File: src/rtl/caster_pkg.sv
// Shared grey-level constants for the 4-bit linear quantizer / dequantizer pair.
package caster_pkg;

  localparam int IDX_W = 4;
  localparam int LIN_W = 8;

  // Index -> 8-bit linear value; the quantizer's decision table mirrors this one.
  localparam logic [LIN_W-1:0] LINEAR4_LUT [16] = '{
    8'd0,   8'd1,   8'd3,   8'd7,   8'd13,  8'd22,  8'd33,  8'd47,
    8'd63,  8'd82,  8'd104, 8'd128, 8'd156, 8'd186, 8'd219, 8'd255
  };

endpackage

File: src/rtl/linear_4b_expand.sv
// Pure combinational 4-bit grey index to 8-bit linear value lookup.
module linear_4b_expand
  import caster_pkg::*;
(
  input  logic [IDX_W-1:0] i_index,
  output logic [LIN_W-1:0] o_linear
);

  assign o_linear = LINEAR4_LUT[i_index];

endmodule

File: src/rtl/linear_4b_dequantizer.sv
// Unpacks packed 4-bit grey indices one pixel per clock and expands them to linear values,
// with ready/valid on both sides and an end-of-line flag from a pixel counter.
module linear_4b_dequantizer
  import caster_pkg::*;
#(
  parameter int PIX_PER_WORD = 4,
  parameter int H_PIXELS     = 1600
) (
  input  logic                            clk,
  input  logic                            rstn,
  input  logic                            flush,
  input  logic                            s_valid,
  output logic                            s_ready,
  input  logic [IDX_W*PIX_PER_WORD-1:0]   s_data,
  output logic                            m_valid,
  input  logic                            m_ready,
  output logic [IDX_W-1:0]                m_index,
  output logic [LIN_W-1:0]                m_linear,
  output logic                            m_eol
);

  localparam int LANE_W = $clog2(PIX_PER_WORD);
  localparam int PIX_W  = $clog2(H_PIXELS);
  localparam logic [LANE_W-1:0] LAST_LANE = LANE_W'(PIX_PER_WORD - 1);
  localparam logic [PIX_W-1:0]  LAST_PIX  = PIX_W'(H_PIXELS - 1);

  logic                          r_run;
  logic                          r_buf_vld;
  logic [LANE_W-1:0]             r_lane;
  logic [IDX_W*PIX_PER_WORD-1:0] r_buf;
  logic [PIX_W-1:0]              r_pix;
  logic                          r_m_valid;
  logic [IDX_W-1:0]              r_index;
  logic [LIN_W-1:0]              r_linear;
  logic                          r_eol;

  logic                          w_xfer;
  logic                          w_load;
  logic                          w_last;
  logic                          w_accept;
  logic [IDX_W-1:0]              w_lane_idx;
  logic [LIN_W-1:0]              w_lane_lin;
  logic [PIX_W-1:0]              w_pix_nxt;

  assign w_xfer   = r_m_valid && m_ready;
  assign w_load   = r_buf_vld && (!r_m_valid || m_ready);
  assign w_last   = (r_lane == LAST_LANE);
  // A new word may land in the same edge that issues the buffer's last lane.
  assign s_ready  = r_run && !flush && (!r_buf_vld || (w_last && w_load));
  assign w_accept = s_valid && s_ready;

  assign w_lane_idx = r_buf[int'(r_lane)*IDX_W +: IDX_W];

  linear_4b_expand u_expand (
    .i_index  (w_lane_idx),
    .o_linear (w_lane_lin)
  );

  // Position of the pixel sitting in the output register after this edge.
  assign w_pix_nxt = w_xfer ? ((r_pix == LAST_PIX) ? '0 : r_pix + 1'b1) : r_pix;

  always_ff @(posedge clk or negedge rstn) begin
    if (!rstn) begin
      r_run     <= 1'b0;
      r_buf_vld <= 1'b0;
      r_lane    <= '0;
      r_pix     <= '0;
      r_m_valid <= 1'b0;
      r_index   <= '0;
      r_linear  <= '0;
      r_eol     <= 1'b0;
    end else begin
      r_run <= 1'b1;
      if (flush) begin
        r_buf_vld <= 1'b0;
        r_lane    <= '0;
        r_pix     <= '0;
        r_m_valid <= 1'b0;
      end else begin
        r_pix <= w_pix_nxt;

        if (w_accept) begin
          r_buf_vld <= 1'b1;
          r_lane    <= '0;
        end else if (w_load) begin
          if (w_last) r_buf_vld <= 1'b0;
          else        r_lane    <= r_lane + 1'b1;
        end

        if (w_load) begin
          r_m_valid <= 1'b1;
          r_index   <= w_lane_idx;
          r_linear  <= w_lane_lin;
          r_eol     <= (w_pix_nxt == LAST_PIX);
        end else if (w_xfer) begin
          r_m_valid <= 1'b0;
        end
      end
    end
  end

  // Word payload is qualified by r_buf_vld, so it needs no reset.
  always_ff @(posedge clk) begin
    if (w_accept) r_buf <= s_data;
  end

  assign m_valid  = r_m_valid;
  assign m_index  = r_index;
  assign m_linear = r_linear;
  assign m_eol    = r_eol;

endmodule

File: config.mk
export PLATFORM = sky130hd
export DESIGN_NAME = linear_4b_dequantizer
export DESIGN_NICKNAME = d
export VERILOG_FILES = /design/src/rtl/caster_pkg.sv /design/src/rtl/linear_4b_expand.sv /design/src/rtl/linear_4b_dequantizer.sv
export SDC_FILE = /design/constraint.sdc
export NUM_CORES = 1
export LEC_CHECK = 0
export ABC_AREA = 1
export CORE_AREA = 5 5 74 76
export DETAILED_ROUTE_END_ITERATION = 7
export DIE_AREA = 0 0 79 81
export PLACE_DENSITY = 0.7
export SLEW_MARGIN = 40
export SYNTH_ARGS = -nofsm -noshare
export SYNTH_HDL_FRONTEND = slang
export SYNTH_SLANG_ARGS = --single-unit
export TNS_END_PERCENT = 50
File: constraint.sdc
create_clock -name clk -period 4.4 [get_ports clk]
set_input_delay 0.44 -clock clk [delete_from_list [all_inputs] [get_ports clk]]
set_output_delay 0.44 -clock clk [all_outputs]
set_load 0.01 [all_outputs]
==> results of run 1 <==
## kinds of logic after synthesis
| family | synth area share |
|---|---|
| DFF | 0.533 |
| xor gates and xnor gates | 0.00774 |
| AOI/OAI and AO/OA | 0.0680 |
| adders and majority gates | 0.0442 |
| buffers and inverters | 0.0552 |
| other | 0.00166 |
| and+or+nand+nor | 0.291 |
## report_power, final
group	switching, uW	internal, uW
combinational	98.0	109
sequential	25.4	477
clock	138	225
total	261	812
## sequential cells by signal, indices dropped and copies added (netlist names)
name,count
r_buf,16
r_pix,11
m_linear,8
m_index,4
r_lane,2
m_eol,1
m_valid,1
r_buf_vld,1
r_run,1
## path summary, 6_finish.rpt
kind	start	end	slack, ps	cells past startpoint
hold / removal	m_index[3]$_DFFE_PN0P_	m_index[3]$_DFFE_PN0P_	480	2
setup reg to reg	r_lane[0]$_DFFE_PN0P_	r_buf[10]$_DFFE_PP_	2400	5
setup / recovery	flush	s_ready	1830	5
max in group asynchronous	rstn	r_buf_vld$_DFFE_PN0P_	3610	2
hold reg to reg	m_index[3]$_DFFE_PN0P_	m_index[3]$_DFFE_PN0P_	480	2
min in group asynchronous	rstn	r_pix[4]$_DFF_PN0_	510	2
## critical path: cells and delay by family
family                 cells  cell delay [ps]
buffers and inverters      3             1430
and+or+nand+nor            2              250
## layout make-up
| class | count | area share |
|---|---|---|
| sequential | 45 | 0.430 |
| multi-input combinational | 188 | 0.333 |
| timing repair buffer | 36 | 0.128 |
| inverter | 28 | 0.0383 |
| clock buffer | 5 | 0.0245 |
| tap | 54 | 0.0241 |
| clock inverter | 3 | 0.0232 |
## cell usage after synthesis, types with 2 or more instances
library cell	instances
a21oi_1	7
buf_2	2
dfrtp_1	29
edfxtp_1	16
ha_1	8
inv_1	23
inv_2	4
nand2_1	85
nand2_2	2
nand3_1	25
nand3_2	2
nor2_1	28
nor2_2	2
nor3_1	5
o211ai_1	2
o21ai_0	8
xor2_1	2
## through the flow
stage	power (uW)	instances	setup WS (ps)	area, um2
global route	1130	359	1680	2810
detailed placement	721	351	1850	2670
floorplan	603	264	2550	2260
finish	1070	359	1830	2810
CTS	1090	359	1830	2810
global placement	717	351	1870	2670
## cells in the final DEF, fill, tap and decap left out, drive strengths merged
cell | netlist | routed
a32o | 1 | 1
edfxtp | 16 | 16
a21oi | 8 | 8
xor2 | 2 | 2
clkinv | 0 | 1
nand3 | 27 | 27
conb | 1 | 1
clkbuf | 0 | 5
nor3 | 6 | 6
dfrtp | 29 | 29
o221ai | 1 | 1
nor2 | 31 | 31
buf | 3 | 1
o21ai | 10 | 10
clkdlybuf4s50 | 0 | 35
bufinv | 0 | 2
inv | 28 | 28
a22oi | 1 | 1
o21bai | 1 | 1
ha | 8 | 8
nand4 | 1 | 1
nand2 | 88 | 88
o211ai | 2 | 2
## layer usage
layer  global-route usage  part of all wire
met1                0.199              0.48
met2                0.249              0.44
met3               0.0521             0.074
met4               0.0567            0.0070
met5                    0                 0
==> results list, run 1 <==
* Mean routed wirelength per cell: around 12 um
- Net Count, Synth: 293
- The number of antenna violations at the first check in global routing was 0.
- Synthesized area: roughly 2300 um2
* Overall global routing resource usage: 0.156
- Library cells used by synthesis: 31
- Drt first-iter violations: roughly 110
- Clock-pin slew was measured on the worst setup and hold paths at roughly 80 ps.
- Total DRC errors in the routed layout: 0
- At the end of the flow the core is filled with cells to 0.602.
* Clock tree from TritonCTS: done
- Counting stages on the worst path, the most repeated cell is clkdlybuf4s50_1.
* Number of placement rows: 25
- Overall die area: between 6000 and 7000 um2
* Maximum number of pins on one net before global-route repair: 30
* Prevailing post-synth register cell: dfrtp_1
- The number of setup buffers added after CTS is 0.
- Pins Over Slew Limit: 0
* Final worst path period share: 0.584
- Largest stage delay, worst path: 600 ps
- Ports: 36
* Die width: 79 um
- Worst slew pin tran: about 560 ps
- The routed design has about 4400 um of wire.
- Die boundary height: around 81 um
- Vias: roughly 1800
* Yosys reg bits: 45
- Measured against its own limit, the worst slew margin works out to 0.626.
- Antenna fix cells: 0
- Worst-skew pair later-pin latency: 300 ps
- Final period demand of the worst path: about 2600 ps
- Across the run, the number of max-cap violations was 0.
* Net count, final: approximately 330
- The worst setup path is launched from an input pin.
- Deepest level of the CTS H-tree: 2
* Fraction of registers with async set/reset: 0.644
- For the worst setup path, the data arrival time is ~2100 ps.
* Filler Cells Inserted: between 400 and 500
- Mean instance size in the synthesized netlist: 8.58 um2
- Cell types with the largest area share after synthesis: dfrtp_1 32%, edfxtp_1 21%, nand2_1 14%, nand3_1 5.5%, nor2_1 4.6%
- Number of global-route vias before repair: between 1500 and 2000
* Required @ worst endpoint: a little under 4000 ps
- The number of gates resized after CTS was 0.
- Layout-stage area growth over the synthesis result: 23.9%
* Area of combinational cells with multiple inputs: between 900 and 1000 um2
- The first global-routing pass estimated 7690 um of wire.
- The worst hold path belongs to the class reg -> reg.
- Of all nets on the critical path, the largest fanout is 10.
- For this configuration, the core starts out at a cell density of 0.486.
* Synth area leader: dfrtp_1
- GRT overflow: 0
- No sink is reached through more buffers than the 2 on the longest clock path.
- Core region area: between 4000 and 5000 um2
* Worst hold margin: 484 ps
- Adding up every negative setup slack in the final design gives 0 ps.
- Layout cell share with drive strength beyond 1: 0.0820
- Across the VDD grid, the largest voltage drop is between 0.15 and 0.2 mV.
- Post-synth EDFFs: 16
* Number of clock sinks: 45
* Final hold violation count: 0
- The congestion estimate from routability-driven global placement came to 0.852.
- Synthesis produced a netlist whose cell count is 264.
- For this design the static power due to leakage is 0.00123 uW.
* Status: completed
- Setup violations remaining at the end of the flow were counted as 0.
- Post-DP HPWL: roughly 3300 um
- CP Class: in -> out
- Clock tree synthesis selected as its root buffer the cell clkbuf_8.
* Power density cells: between 300 and 400 nW/um2
* Antenna-violating nets left: 0
* Area share of the largest cell type after synthesis: 0.320
- Part of the Yosys area used for sequential elements: 0.533
* Worst-case clock skew: ~11 ps
* Peak Freq: between 300 and 400 MHz
- Setup crit end kind: output port
- Yosys printed 0 warnings.
- CTS Hold Bufs: 0
* Cells along the critical path: clkdlybuf4s50_1, inv_1, nand2_1, nor2_1, clkdlybuf4s50_1
* Unrepaired setup endpoints after global routing: false
- Count of buffers inserted at the top-level ports: 35
- Vias per std cell: 5.02
- Library cell contributing the largest single delay on the critical path: clkdlybuf4s50_1
- In this run, CTS created clock tree buffers numbering 5.
* Register area: around 1200 um2
- First-pass iteration count of the detailed router: 4
No activity file was read; power rests on OpenSTA's default activity.
==> run 2, diff against run 1 <==
clock period = 2.7 ns   (was 4.4 ns; I/O delays follow)
==> results list, run 2 (same netlist as run 1, synthesis figures left out) <==
* Status: completed
* Net count, final: 334
- The worst setup path is captured at an output port.
- Power density cells: 560 nW/um2
- Setup violations remaining at the end of the flow were counted as 0.
* Layout cell share with drive strength beyond 1: 0.0752
- The critical path is of the reg -> out type.
- Post-DP HPWL: about 3200 um
* Leakage power of the design: around 0.0012 uW
* Worst hold margin: 355 ps
- Entering global routing, the biggest net connects 30 pins.
- The via count of the first global-routing pass was 1700.
- Antenna-violating nets left: 0
- CTS Hold Bufs: 0
- Number of clock sinks: 45
* Pins Over Slew Limit: 0
* Die width: 79 um
- Max reg flops: 16
- Buffers inserted by post-CTS timing repair: 0
- Maximum fanout count along the critical path: 11
- For this run, the detailed router's first-pass iteration total came to 4.
- Leaving out fill and tap cells, the most frequent cells in the layout are 85 x nand2_1, 35 x clkdlybuf4s50_1, 29 x dfrtp_1, 28 x nor2_1, 25 x nand3_1.
- Routed WL: roughly 4200 um
* Final period demand of the worst path: between 2000 and 2500 ps
- Worst-case vdd ir drop: approximately 0.34 mV
* Number of placement rows: 25
- First-pass GRT wire length: slightly above 7000 um
- Final weighted congestion of routability-driven global placement: 0.864
* Global route hottest layer: met2
- After routing, the total negative slack on setup checks comes to 0 ps.
- In this run the vertical extent of the chip is ~80 um.
- Pin placement for this block handled 36 I/O pins.
* Longest Clk Path Bufs: 2
- Worst slew pin tran: between 500 and 600 ps
- After detailed placement, the total cell area comes to 2680 um2.
* Overall global routing resource usage: 0.143
* Worst-case clock skew: ~5.8 ps
- Setup repair after global routing left no endpoint under its margin.
- Hold Path Class: in -> async
- The root buffer cell chosen for the clock tree is clkbuf_8.
* Area of all placed cells without fillers: approximately 2800 um2
* Most common cell after layout, fill and taps aside: nand2_1
- GR met2 Demand/Resource: 0.230
- The detailed router placed between 1500 and 2000 vias in this run.
- Register bank with the most flops: r_buf
* Effective utilization at floorplan: 0.486
* Deepest level of the CTS H-tree: 2
* CTS-repair resized insts: 0
* Count of buffers inserted at the top-level ports: 35
* Drt first-iter violations: 85
- Antenna fix cells: 0
- At the later pin of the worst-skew pair, clock insertion delay measures 290 ps.
* GRT overflow: 0
- Layout-stage area growth over the synthesis result: 21.9%
* Relative slew margins: 0.637
* Final worst path period share: 0.800
- The worst setup path is launched from a register.
- TritonCTS built the clock tree.
- For met3 alone, demand over resource in global routing was 0.0322.
- Mean routed wirelength per cell: approximately 12 um
* Required @ worst endpoint: between 2000 and 2500 ps
- Overall die area: roughly 6400 um2
- In this run, CTS created clock tree buffers numbering 5.
* Finished Core Util: 0.592
- The number of antenna violations at the first check in global routing is 0.
* Vias per std cell: 4.91
* Clock transition at path regs: roughly 80 ps
- In the routed design, unresolved DRC markers number 0.
* Final hold violation count: 0
- Worst endpoint data arrival time: 1890 ps
- Across the run, the number of max-cap violations was 0.
* Peak Freq: roughly 460 MHz
- Core region area: approximately 4700 um2
- Cell total after placement: 352
- For this run, global-route usage on met1 was measured as 0.191.
- Final instance count without filler cells: 360
-- run 2: changes by cell type in the layout (fill, tap and decap cells not counted) --
cell and delta:
clkinv_2 -1, clkinv_1 +1, buf_4 +1, bufinv_16 -2, clkbuf_1 +2
-- run 2: per-layer routing --
layer	wire, um	vias up	part of all wire
met5	0	-	0
met1	2080	782	0.49
met4	70	0	0.017
met3	223	8	0.053
li1	-	936	-
met2	1860	43	0.44
-- run 2: power by group --
part	switching, uW	internal, uW
clock network	208	180
registers	41.9	778
logic	158	178
total	408	1140
-- run 2: final timing paths --
kind | from | end | slack (ps) | cells past startpoint
hold / removal | rstn | r_pix[4]$_DFF_PN0_ | 350 | 2
max in group asynchronous | rstn | r_pix[0]$_DFF_PN0_ | 2070 | 2
min in group clk | m_index[3]$_DFFE_PN0P_ | m_index[3]$_DFFE_PN0P_ | 480 | 2
setup reg to reg | r_lane[0]$_DFFE_PN0P_ | r_buf[14]$_DFFE_PP_ | 770 | 5
setup / recovery | r_lane[0]$_DFFE_PN0P_ | s_ready | 540 | 4
hold reg to reg | m_index[3]$_DFFE_PN0P_ | m_index[3]$_DFFE_PN0P_ | 480 | 2
-- run 2: cell type report --
cell class	count	area, um2
Fill cell	422	1900
Sequential cell	45	1210
Clock inverter	1	3.75
Clock buffer	7	76.3
Timing Repair Buffer	37	365
Multi-Input combinational cell	188	933
Inverter	28	108
Tap cell	54	67.6
-- run 2: critical path: stages, from the launching register on --
cell	delay, ps
dfrtp_1	580
ha_1	240
a21oi_1	90
nor2_1	130
clkdlybuf4s50_1	570
-- run 2: per-stage QoR --
stage          setup slack [ps]  power (uW)
3_3_place_gp                563        1170
2_1_floorplan               974         983
6_report                    539        1540
3_5_place_dp                486        1170
4_1_cts                     504        1570
5_1_grt                     410        1630
==> patch 1, RTL diff (flow settings as in run 2) <==
Change the package constant `IDX_W` from 4 to 3.
--- a/src/rtl/caster_pkg.sv
+++ b/src/rtl/caster_pkg.sv
@@ -1,7 +1,7 @@
 // Shared grey-level constants for the 4-bit linear quantizer / dequantizer pair.
 package caster_pkg;
 
-  localparam int IDX_W = 4;
+  localparam int IDX_W = 3;
   localparam int LIN_W = 8;
 
   // Index -> 8-bit linear value; the quantizer's decision table mirrors this one.
Ports: changed (resized m_index and s_data); port bits go from 36 to 31. The function was not compared with the original's and may differ.
==> patch 1 against run 2 <==
Wire length is 18% lower; final area is 16% lower; via count is 18% lower; critical path type is now in2out; setup slack better by 92 ps; power is 9.8% lower; hold slack worse by 18 ps; critical endpoint unchanged; largest power group unchanged; register-to-register slack better by 210 ps; sequential cell count is 7 lower; sequential power is 17% lower; area after synthesis is 17% lower.
==> patch 1: results (changes against run 2) <==
- The aggregate global-route resource usage was 12.4% (-2.0 points).
- Wire length of the first global-routing pass: 6.09 mm (-16%)
- R2R Setup Slk: 980 ps (+210 ps)
* Count of flip-flops with a built-in enable after synthesis: 12 (-4)
* Maximum VDD drop: 0.354 mV (+2.7%)
- The static leakage came to 0.00105 µW (-13%).
- The setup slack after placement was 627 ps (+140 ps).
- The met1 track utilization from global routing is 14.3% (-4.8 points).
- Logic depth of the worst register-to-register path: 8 (+3)
* Launching element of the worst setup path: m_ready
* Result of the run: finished clean
* DRT met1 WL: 1.56 mm (-25%)
* I/O Buffers: 28 (-20%)
* Crit path max-delay cell type: clkdlybuf4s50_1
* Setup clock skew after layout: 7.47 ps (+1.66 ps)
- Async SR Flop Fraction: 68.4% (+4.0 points)
- The final setup violation count is 0 (unchanged).
* Count of nets after finishing: 270 (-19%)
* Share of the yosys chip area belonging to registers: 54.0% (+0.71 points)
* Top Family by Delay on Critical Path: buffers and inverters
- Count of different cell masters after synthesis: 27 (-13%)
- Met3 routed WL: 195 µm (-13%)
- The routability-driven placement congestion ratio was 0.876 (+1.4%).
- Layout filler cell count: 442 (+4.7%)
- The number of flip-flops in the largest register was 12 (-4).
* Min Hold Slack: 337 ps (-17.9 ps)
- Largest reg by FF count: r_buf
- Fraction of final layout cells with drive strength greater than 1: 8.80% (+1.3 points)
- Worst hold-check path type: in2async
- Vias in the first global route: 1372 (-19%)
* Compound-Gate Fraction of Synth Area: 7.95% (+1.2 points)
- Arrival time at the worst endpoint: 1800 ps (-90 ps)
- Avg Synthesized Cell Area: 8.67 µm² (+1.1%)
- Post-DP HPWL: 2.67 mm (-16%)
- The multiplexer fraction of the synthesized cell area was 0% (unchanged).
* Avg Vias per Cell: 4.77 (-2.9%)
- The largest net degree at the start of global routing was 27 (-10%).
- The largest fanout of any net on the critical path is 6 (-5).
- The total via count after detailed routing was 1451 (-18%).
* Number of hold buffers added after CTS: 0 (unchanged)
- The fraction of synthesized cell area in xor and xnor cells was 0.935% (+0.16 points).
* Number of cells in the design after placement: 296 (-16%)
- The worst register-to-register path ends at m_linear[0].
- The met2 wire length was 1.65 mm (-11%).
* Synthesis Warnings: 0 (unchanged)
- Root Buffer: clkbuf_8
- The iteration count of the initial detailed-routing pass was 5 (+1).
* Synthesized-area fraction occupied by adder cells: 2.67% (-1.7 points)
* Post-CTS Repair Setup Buffers: 0 (unchanged)
- Largest cells by area after synthesis: dfrtp_1 35%, edfxtp_1 19%, nand2_1 13%, nor2_1 4.8%, inv_1 4.4%
* Final period demand of the worst path: 2070 ps (-91.9 ps)
* Met3 usage in global routing: 4.10% (+0.89 points)
- Buffer levels on the longest clock path: 2 (unchanged)
- Switching power: 343 µW (-16%)
- Overall routed net length: 3.48 mm (-18%)
- The global-route met2 utilization was 20.8% (-2.2 points).
- Counting instances in the post-synthesis netlist gives the leading cell types as 66 x nand2_1, 26 x dfrtp_1, 24 x nor2_1, 22 x inv_1, 16 x nand3_1.
- Total placed instance area: 0.00221 mm² (-17%)
- The initial DRC count was 43 (-49%).
-- patch 1: cell types whose count changed after synthesis, moves of 2 or more --
cell      before  now
edfxtp_1      16   12
clkbuf_1       0    2
o21bai_2       0    2
nor2_2         2    0
nand3_1       25   16
ha_1           8    4
inv_2          4    0
nor3_1         5    2
nand4_1        1    3
nand2_1       85   66
dfrtp_1       29   26
nor2_1        28   24
o211ai_1       2    0
-- patch 1: cell type report --
cell class | instances | area [µm²] | area share [%]
Inverter | 22 | 82.6 | 3.55
Multi-Input combinational cell | 152 | 756 | 32.5
Tap cell | 54 | 67.6 | 2.90
Timing Repair Buffer | 30 | 295 | 12.7
Sequential cell | 38 | 1010 | 43.5
Clock buffer | 5 | 68.8 | 2.96
Clock inverter | 3 | 45.0 | 1.94
-- patch 1: power groups by stage --
stage               Clock [µW]  Sequential (µW)  Combinational, µW
floorplan                    0              706               82.7
finish                     480              679                234
detailed placement           0              691                239
global route               523              687                261
global placement             0              692                235
CTS                        495              680                239
==> patch 2, RTL diff (settings of run 2) <==
Without the edit above. Reset style: synchronous (`rstn`), changed in one clocked block.
--- a/src/rtl/linear_4b_dequantizer.sv
+++ b/src/rtl/linear_4b_dequantizer.sv
@@ -59,7 +59,7 @@
   // Position of the pixel sitting in the output register after this edge.
   assign w_pix_nxt = w_xfer ? ((r_pix == LAST_PIX) ? '0 : r_pix + 1'b1) : r_pix;
 
-  always_ff @(posedge clk or negedge rstn) begin
+  always_ff @(posedge clk) begin
     if (!rstn) begin
       r_run     <= 1'b0;
       r_buf_vld <= 1'b0;
Check against the original RTL: differs if rstn is asserted again (counterexample within 4 cycles, from zero or initial values and one cycle with rstn low); with rstn held inactive, the same outputs for 10 cycles.
==> patch 2 against run 2 <==
Count of clock-buffer cells in the layout decreased by 2; area after synthesis shrank 3.1%; maximum frequency down 3.5%; sequential share of layout area decreased by 4.7 points; sequential cell count unchanged; wire length grew 1.3%; critical endpoint unchanged; setup slack worse by 79 ps; critical path depth unchanged; final area shrank 1.5%; hold slack better by 110 ps; highest routed layer unchanged.
Power is not compared: it rests on default switching activity, and its combinational part moved more than twofold at a synthesized area within 25%.
==> patch 2: results (changes against run 2) <==
* Wire length of the first global-routing pass: 7.53 mm (+3.5%)
- The async set or reset register ratio after synthesis came to 0% (-64 points).
* Avg WL per Cell: 11.5 µm (-2.0%)
- The post-route standard cell area excluding fillers was 0.00272 mm² (-1.5%).
- Iter 0 DRT Violations: 121 (+42%)
- The number of nets produced by synthesis was 307 (+4.8%).
- The number of instances in the placed design is 364 (+3.4%).
* Maximum number of pins on one net before global-route repair: 18 (-40%)
* Total placed instance area: 0.00258 mm² (-3.5%)
- Buffer levels on the longest clock path: 2 (unchanged)
- Count of different cell masters after synthesis: 26 (-16%)
- Avg Synthesized Cell Area: 7.89 µm² (-8.0%)
- The via count of the first global-routing pass was 1728 (+1.6%).
- Total power for the finished layout comes to 1390 µW.
- The startpoint identified for the worst register-to-register timing path is r_lane[0].
- The aggregate global-route resource usage is 15.0% (+0.63 points).
* Worst hold-check path type: reg2reg
- XOR/XNOR Fraction of Synth Area: 0% (-0.77 points)
- The adder-cell share of the synthesized area is 4.56% (+0.14 points).
- Overall routed net length: 4.28 mm (+1.3%)
- Crit path max-delay cell type: dfxtp_1
- Endpoint of the most critical register-to-register path: r_buf[13]
* Relative max-transition margin: 57.8% (-5.9 points)
- The compound-gate portion of the synthesized area is 7.41% (+0.62 points).
- Total number of vias: 1805 (+2.0%)
- The placed wire-length estimate was 3.33 mm (+5.0%).
- The ratio of cells with drive above 1 in the final layout was 8.81% (+1.3 points).
* Primary flip-flop cell chosen by synthesis mapping: dfxtp_1
- The flow ran to the end, and the final reports show no timing, DRC or antenna violations.
- Share of the yosys chip area belonging to registers: 48.3% (-4.9 points)
* Layout filler cell count: 444 (+5.2%)
* Largest cells by area after synthesis: dfxtp_1 26%, edfxtp_1 22%, nand2_1 15%, nand3_1 6.8%, inv_1 5.6%
patch 2: cell types whose count changed in the layout (fill, tap and decap cells not counted), moves of 4 or more:
cell | run 2 | this run
dfrtp_1 | 29 | 0
dfxtp_1 | 0 | 29
inv_1 | 23 | 33
nor2_1 | 28 | 20
a21oi_1 | 7 | 13
nand3_1 | 25 | 30
nor3_1 | 5 | 0
nand2_2 | 2 | 6
nor2_4 | 1 | 5
patch 2: per-stage QoR:
| step | util, % | setup slack (ps) |
|---|---|---|
| 2_1_floorplan | - | 1030 |
| 3_3_place_gp | 55.5 | 535 |
| 3_5_place_dp | 55.5 | 515 |
| 4_1_cts | 58.3 | 438 |
| 5_1_grt | 58.3 | 341 |
| 6_report | 58.3 | 460 |
patch 2: cell families (layout without fill, tap and decap cells):
family / count (synthesis) / after routing
and+or+nand+nor: 154 / 154
buffers and inverters: 42 / 82
DFF: 45 / 45
AOI/OAI and AO/OA: 29 / 29
adders and majority gates: 8 / 8
patch 2: how the worst max path moves through the flow:
stage	to	slack, ps
global placement	r_buf[3]	530
detailed placement	m_linear[2]	510
CTS	s_ready	440
global route	s_ready	340
finish	s_ready	460
floorplan	r_buf[0]	1030
patch 2: final cells by class:
class | instances | area share (%)
well taps | 54 | 2.49
flip-flops and latches | 45 | 39.0
repair buffers | 35 | 12.9
multi-input cells | 191 | 35.2
clock buffers | 5 | 2.53
clock inverters | 3 | 2.39
inverters | 39 | 5.48
patch 2: metal layers:
metal / GRT usage [%] / vias up / wire (µm)
met5: 0 / - / 0
li1: - / 972 / -
met1: 19.1 / 793 / 2030
met3: 3.77 / 6 / 214
met2: 24.2 / 34 / 1960
met4: 6.19 / 0 / 70
patch 2: tightest hold or removal path, delay by kind of cell (launching register included):
family,cells,cell delay [ps]
flops,1,320
simple gates,1,60
compound gates,1,50
